==> src/rtl/deser_queue_pkg.sv <==
// Shared types and width helpers for the serial-to-word queue.
package deser_queue_pkg;

    typedef enum logic {
        COLLECT = 1'b0,
        HOLD    = 1'b1
    } state_e;

    // Pointer width for a power-of-two FIFO depth.
    function automatic int ptr_width(input int depth);
        return (depth > 1) ? $clog2(depth) : 1;
    endfunction

    // Occupancy width must be able to represent the value DEPTH itself.
    function automatic int cnt_width(input int depth);
        return $clog2(depth + 1);
    endfunction

endpackage

==> src/rtl/deser_queue_tick.sv <==
// Free-running divider that emits a one-clock enable every DIV clocks.
module tick_gen #(
    parameter int DIV = 10
) (
    input  logic clock1M,
    input  logic reset,
    output logic tick
);
    localparam int W = (DIV > 1) ? $clog2(DIV) : 1;

    logic [W-1:0] cnt_q;

    always_ff @(posedge clock1M) begin
        if (!reset) begin
            cnt_q <= '0;
        end else if (cnt_q == W'(DIV - 1)) begin
            cnt_q <= '0;
        end else begin
            cnt_q <= cnt_q + W'(1);
        end
    end

    assign tick = (cnt_q == W'(DIV - 1));

endmodule

==> src/rtl/deser_queue.sv <==
// Serial bit sampler feeding a DEPTH-entry word FIFO, drained on a slower tick.
module deser_queue
    import deser_queue_pkg::*;
#(
    parameter int DATA_W    = 8,
    parameter int DEPTH     = 8,
    parameter int DES_DIV   = 10,
    parameter int DEQ_DIV   = 100,
    parameter bit MSB_FIRST = 1'b1
) (
    input  logic                          clock1M,
    input  logic                          reset,
    input  logic                          data_in,
    input  logic                          write_in,
    input  logic                          dequeue_in,
    output logic [DATA_W-1:0]             data_out,
    output logic                          data_valid,
    output logic [cnt_width(DEPTH)-1:0]   len_out,
    output logic                          status_out,
    output logic                          full,
    output logic                          overrun_out
);
    localparam int PTR_W = ptr_width(DEPTH);
    localparam int CNT_W = cnt_width(DEPTH);
    localparam int BC_W  = $clog2(DATA_W);

    logic des_tick, deq_tick;

    tick_gen #(.DIV(DES_DIV)) u_des_tick (.clock1M(clock1M), .reset(reset), .tick(des_tick));
    tick_gen #(.DIV(DEQ_DIV)) u_deq_tick (.clock1M(clock1M), .reset(reset), .tick(deq_tick));

    state_e              state_q, state_d;
    logic [DATA_W-1:0]   shift_q, shift_d;
    logic [DATA_W-1:0]   word_q, word_d;
    logic [BC_W-1:0]     bit_cnt_q, bit_cnt_d;
    logic [PTR_W-1:0]    wr_ptr_q, rd_ptr_q;
    logic [CNT_W-1:0]    count_q;
    logic [DATA_W-1:0]   data_out_q;
    logic                data_valid_q, overrun_q;
    logic                push, pop, overrun_set;

    logic [DATA_W-1:0]   mem [DEPTH];

    always_comb begin
        state_d     = state_q;
        shift_d     = shift_q;
        word_d      = word_q;
        bit_cnt_d   = bit_cnt_q;
        push        = 1'b0;
        overrun_set = 1'b0;
        case (state_q)
            COLLECT: begin
                if (des_tick && write_in) begin
                    shift_d = MSB_FIRST ? {shift_q[DATA_W-2:0], data_in}
                                        : {data_in, shift_q[DATA_W-1:1]};
                    if (bit_cnt_q == BC_W'(DATA_W - 1)) begin
                        word_d    = shift_d;
                        bit_cnt_d = '0;
                        state_d   = HOLD;
                    end else begin
                        bit_cnt_d = bit_cnt_q + BC_W'(1);
                    end
                end
            end
            HOLD: begin
                overrun_set = des_tick && write_in;
                // Push decision uses start-of-cycle occupancy, so a same-cycle pop cannot unblock it.
                if (count_q < CNT_W'(DEPTH)) begin
                    push    = 1'b1;
                    state_d = COLLECT;
                end
            end
            default: state_d = COLLECT;
        endcase
    end

    assign pop = deq_tick && dequeue_in && (count_q != '0);

    always_ff @(posedge clock1M) begin
        if (!reset) begin
            state_q      <= COLLECT;
            shift_q      <= '0;
            word_q       <= '0;
            bit_cnt_q    <= '0;
            wr_ptr_q     <= '0;
            rd_ptr_q     <= '0;
            count_q      <= '0;
            data_out_q   <= '0;
            data_valid_q <= 1'b0;
            overrun_q    <= 1'b0;
        end else begin
            state_q      <= state_d;
            shift_q      <= shift_d;
            word_q       <= word_d;
            bit_cnt_q    <= bit_cnt_d;
            data_valid_q <= pop;
            if (overrun_set) overrun_q <= 1'b1;
            if (push) wr_ptr_q <= wr_ptr_q + PTR_W'(1);
            if (pop) begin
                rd_ptr_q   <= rd_ptr_q + PTR_W'(1);
                data_out_q <= mem[rd_ptr_q];
            end
            case ({push, pop})
                2'b10:   count_q <= count_q + CNT_W'(1);
                2'b01:   count_q <= count_q - CNT_W'(1);
                default: count_q <= count_q;
            endcase
        end
    end

    // Storage has no reset so it can map onto block RAM.
    always_ff @(posedge clock1M) begin
        if (push) mem[wr_ptr_q] <= word_q;
    end

    assign data_out    = data_out_q;
    assign data_valid  = data_valid_q;
    assign len_out     = count_q;
    assign status_out  = (state_q == COLLECT);
    assign full        = (count_q == CNT_W'(DEPTH));
    assign overrun_out = overrun_q;

endmodule

==> config.mk <==
export PLATFORM = sky130hd
export DESIGN_NAME = deser_queue
export DESIGN_NICKNAME = d
export VERILOG_FILES = /design/src/rtl/deser_queue_pkg.sv /design/src/rtl/deser_queue_tick.sv /design/src/rtl/deser_queue.sv
export SDC_FILE = /design/constraint.sdc
export NUM_CORES = 1
export LEC_CHECK = 0
export CAP_MARGIN = 15
export CORE_UTILIZATION = 25
export CTS_CLUSTER_DIAMETER = 80
export DETAILED_ROUTE_END_ITERATION = 16
export PLACE_DENSITY = 0.49
export SETUP_SLACK_MARGIN = 0.05
export SYNTH_ARGS = -nofsm -noshare
export SYNTH_HDL_FRONTEND = slang
export SYNTH_HIERARCHICAL = 1
export SYNTH_SLANG_ARGS = --single-unit
export TNS_END_PERCENT = 30
==> constraint.sdc <==
create_clock -name clock1M -period 6.8 [get_ports clock1M]
set_clock_uncertainty 0.15 [all_clocks]
set_input_delay 0.68 -clock clock1M [delete_from_list [all_inputs] [get_ports clock1M]]
set_output_delay 0.68 -clock clock1M [all_outputs]
set_load 0.05 [all_outputs]
==> impl_metrics.py <==
metrics = {
    "global_routing": {
        "grtUsageMet3_pct": 3.654,
        "gr-max-usage-layer": "met2",
        "wire_length_of_the_first_global_routing_pass_um": 13430,
        "antenna_found_initial": 0,
        "first_global_vias": 2636,
        "pin_count_of_the_biggest_net_entering_global_routing": 45,
        "grt_util_all_layers_pct": 9.853,
        "grt_remaining_overflow": 0,
        "use_met2_pct": 16.05,
        "grt_use_met1_pct": 11.50,
    },
    "logic_synthesis": {
        "yosys_most_used_dff": "sky130_fd_sc_hd__edfxtp_1",
        "synth_area_um2": 4514,
        "synth_enable_flop_cells": 64,
        "postSynthCellCount": 336,
        "yosys_warnings": 6,
        "yosys-top-cells-area": "sky130_fd_sc_hd__edfxtp_1 43%, sky130_fd_sc_hd__dfxtp_1 22%, sky130_fd_sc_hd__mux4_2 8.0%, sky130_fd_sc_hd__nand2_1 3.7%, sky130_fd_sc_hd__a21boi_0 3.2%",
        "synth-seq-cells": 114,
        "yosysSeqAreaShare_pct": 64.75,
        "post-synth-top-area-fraction_pct": 42.57,
        "syn-mean-instance-area_um2": 13.44,
        "postSynth.asyncResetShare_pct": 0,
        "cell_accounting_for_the_most_synthesized_area": "sky130_fd_sc_hd__edfxtp_1",
        "synth.net_count": 353,
        "yosys.cell_types.count": 42,
    },
    "drt": {
        "via_count": 2556,
        "route.detailed.vias_per_inst": 4.232,
        "post-route-drc-count": 0,
        "dr.pass1.iters": 4,
        "drt-wirelength-per-cell_um": 13.59,
        "drt_iter0_drc": 172,
        "route.final.wire_length_um": 8209,
        "detail-route-antenna-nets": 0,
    },
    "final_layout": {
        "syn_to_final_growth_pct": 23.56,
        "layout.cells.most_common": "sky130_fd_sc_hd__edfxtp_1",
        "final_cell_mix": "64 x sky130_fd_sc_hd__edfxtp_1, 50 x sky130_fd_sc_hd__dfxtp_1, 45 x sky130_fd_sc_hd__nand2_1, 24 x sky130_fd_sc_hd__nor2_1, 20 x sky130_fd_sc_hd__clkdlybuf4s50_1",
        "nets": 383,
        "layout-drive-gt1-share_pct": 13.98,
        "antenna_cells": 0,
    },
    "timing": {
        "slew_worst_pin_ps": 885.6,
        "final.period_utilization_pct": 41.42,
        "timing_hold_violations_final": 0,
        "timing.hold.ws_ps": 313.0,
        "rsz0062_at_grt": "no",
        "final-max-slew-violation-count": 0,
        "tns_ps": 0,
        "setup_viol": 0,
        "period_needed_ps": 2816,
        "slew-limit-headroom_pct": 40.88,
        "fmax_mhz": 355.1,
    },
    "die": {
        "floorplan.rows": 48,
        "ios": 21,
        "fp.dieArea_um2": 18600,
        "initial_core_util_pct": 25.83,
        "dieHeight_um": 136.4,
        "design.core.area_um2": 17480,
        "die-width_um": 136.4,
    },
    "power_and_ir_drop": {
        "switchingPower_w": 0.0003153,
        "power.density_nw_per_um2": 297.0,
        "internal-power_w": 0.001341,
        "ir_worst_vdd_v": 0.0001636,
        "power.switching_fraction_pct": 19.03,
        "total_leakage_power_nw": 1.758,
        "p_clk_share_pct": 55.2,
        "seqPwrFrac_pct": 43.9,
        "power.combinational.fraction_pct": 0.9,
    },
    "cts": {
        "cts_resized": 0,
        "path_clk_slew_ps": 50,
        "cts-htree-levels": 4,
        "cts-buffers-inserted": 17,
        "ctsLongestPathBuffers": 2,
        "cts_root_buffer": "sky130_fd_sc_hd__clkbuf_16",
        "cts-hold-fix-buffers": 0,
        "clock_tree_from_tritoncts": "done",
        "post_cts.repair.setup_buffers": 0,
        "cts_sinks": 114,
        "worstSkewPairLatency_ps": 400,
    },
    "placed_design": {
        "place_hpwl_um": 5452,
        "gp_congestion": 0.7117,
        "numPortBuffers": 20,
    },
    "flow_run": {
        "cap_violations": 0,
    },
    "run_status": {
        "outcome": "finished clean",
    },
    "critical_path": {
        "worst_ep_required_time_ps": 5970,
        "critical_path_arrival_ps": 1990,
        "crit_path_start_kind": "register",
        "worst-r2r-setup-slack_ps": 4030,
        "worst_setup_path_end_kind": "output pin",
        "setup.worst_path.class": "register to output pin",
        "crit_fanout": 7,
    },
    "hold_path": {
        "min-delay-path-class": "register to register",
    },
}
-- path summary, 6_finish.rpt --
check | start | end | cells after the start
worst max-delay path | len_out[3]$_SDFFE_PN0P_ | full | 2
worst min-delay path | u_des_tick/cnt_q[0]$_SDFF_PP0_ | u_des_tick/cnt_q[0]$_SDFF_PP0_ | 1
worst max register to register | u_deq_tick/cnt_q[0]$_SDFF_PP0_ | len_out[3]$_SDFFE_PN0P_ | 11
worst min register to register | u_des_tick/cnt_q[0]$_SDFF_PP0_ | u_des_tick/cnt_q[0]$_SDFF_PP0_ | 1
-- cell families after synthesis --
logic type | after synthesis | synth area share, %
mux | 20 | 8.869
simple gates | 113 | 12.42
compound gates | 49 | 6.957
flops | 114 | 64.74
xor+xnor | 8 | 1.552
fa+ha+maj | 12 | 3.492
buf+inv | 20 | 1.968
-- power by group through the flow --
| stage | combinational [W] | clock (W) | sequential [W] |
|---|---|---|---|
| 2_1_floorplan | 0.00000981 | 0 | 0.000740 |
| 3_3_place_gp | 0.0000151 | 0 | 0.000741 |
| 3_5_place_dp | 0.0000155 | 0 | 0.000741 |
| 4_1_cts | 0.0000155 | 0.000932 | 0.000727 |
| 5_1_grt | 0.0000174 | 0.000965 | 0.000727 |
| 6_report | 0.0000150 | 0.000915 | 0.000727 |
-- worst max-delay path: stages (launching register included) --
cell,delay (ps)
sky130_fd_sc_hd__dfxtp_1,470
sky130_fd_sc_hd__nor4b_1,260
sky130_fd_sc_hd__clkdlybuf4s50_1,850
-- metal layers --
metal | share of wire (%) | wire length (um)
met5 | 0 | 0
met4 | 1.1 | 90
met3 | 2.9 | 235
met2 | 49 | 4050
met1 | 47 | 3833
-- sequential cells by signal, summed over array words and instances (netlist names) --
register	cells
mem	64
wr_ptr_q	3
u_des_tick/cnt_q	4
bit_cnt_q	3
len_out	4
u_deq_tick/cnt_q	7
state_q	1
overrun_out	1
shift_q	7
word_q	8
data_out	8
data_valid	1
rd_ptr_q	3
-- cell usage after synthesis (all sizes together), types with 4 or more instances --
library cell / instances
xor2: 5
buf: 5
o21ai: 14
ha: 11
inv: 7
mux2i: 4
mux4: 16
nor2b: 5
edfxtp: 64
clkbuf: 8
a21boi: 19
nand2b: 6
dfxtp: 50
nand3: 5
and2: 10
o22ai: 8
nor2: 24
nand3b: 4
nand2: 45
a21oi: 5
-- cell type report --
cell class                 instances  area [um^2]
tap                              225        281.5
clock buffer                      18        429.2
fill                            1747        11900
clock inverter                    14        187.7
multi-input combinational        202         1503
sequential                       114         2923
timing repair buffer              24        227.7
inverter                           7        26.28
-- per-stage QoR --
stage | worst slack, ps | instances | power (W) | util [%] | cell area [um^2]
floorplan | 3611 | 336 | 0.0007502 | - | 4514
detailed placement | 3674 | 572 | 0.0007566 | 28.39 | 4961
global placement | 3702 | 571 | 0.0007560 | 28.36 | 4956
global route | 3764 | 604 | 0.001709 | 31.92 | 5578
finish | 3984 | 604 | 0.001657 | 31.92 | 5578
CTS | 3956 | 604 | 0.001674 | 31.92 | 5578
No activity file was read; power rests on OpenSTA's default activity.
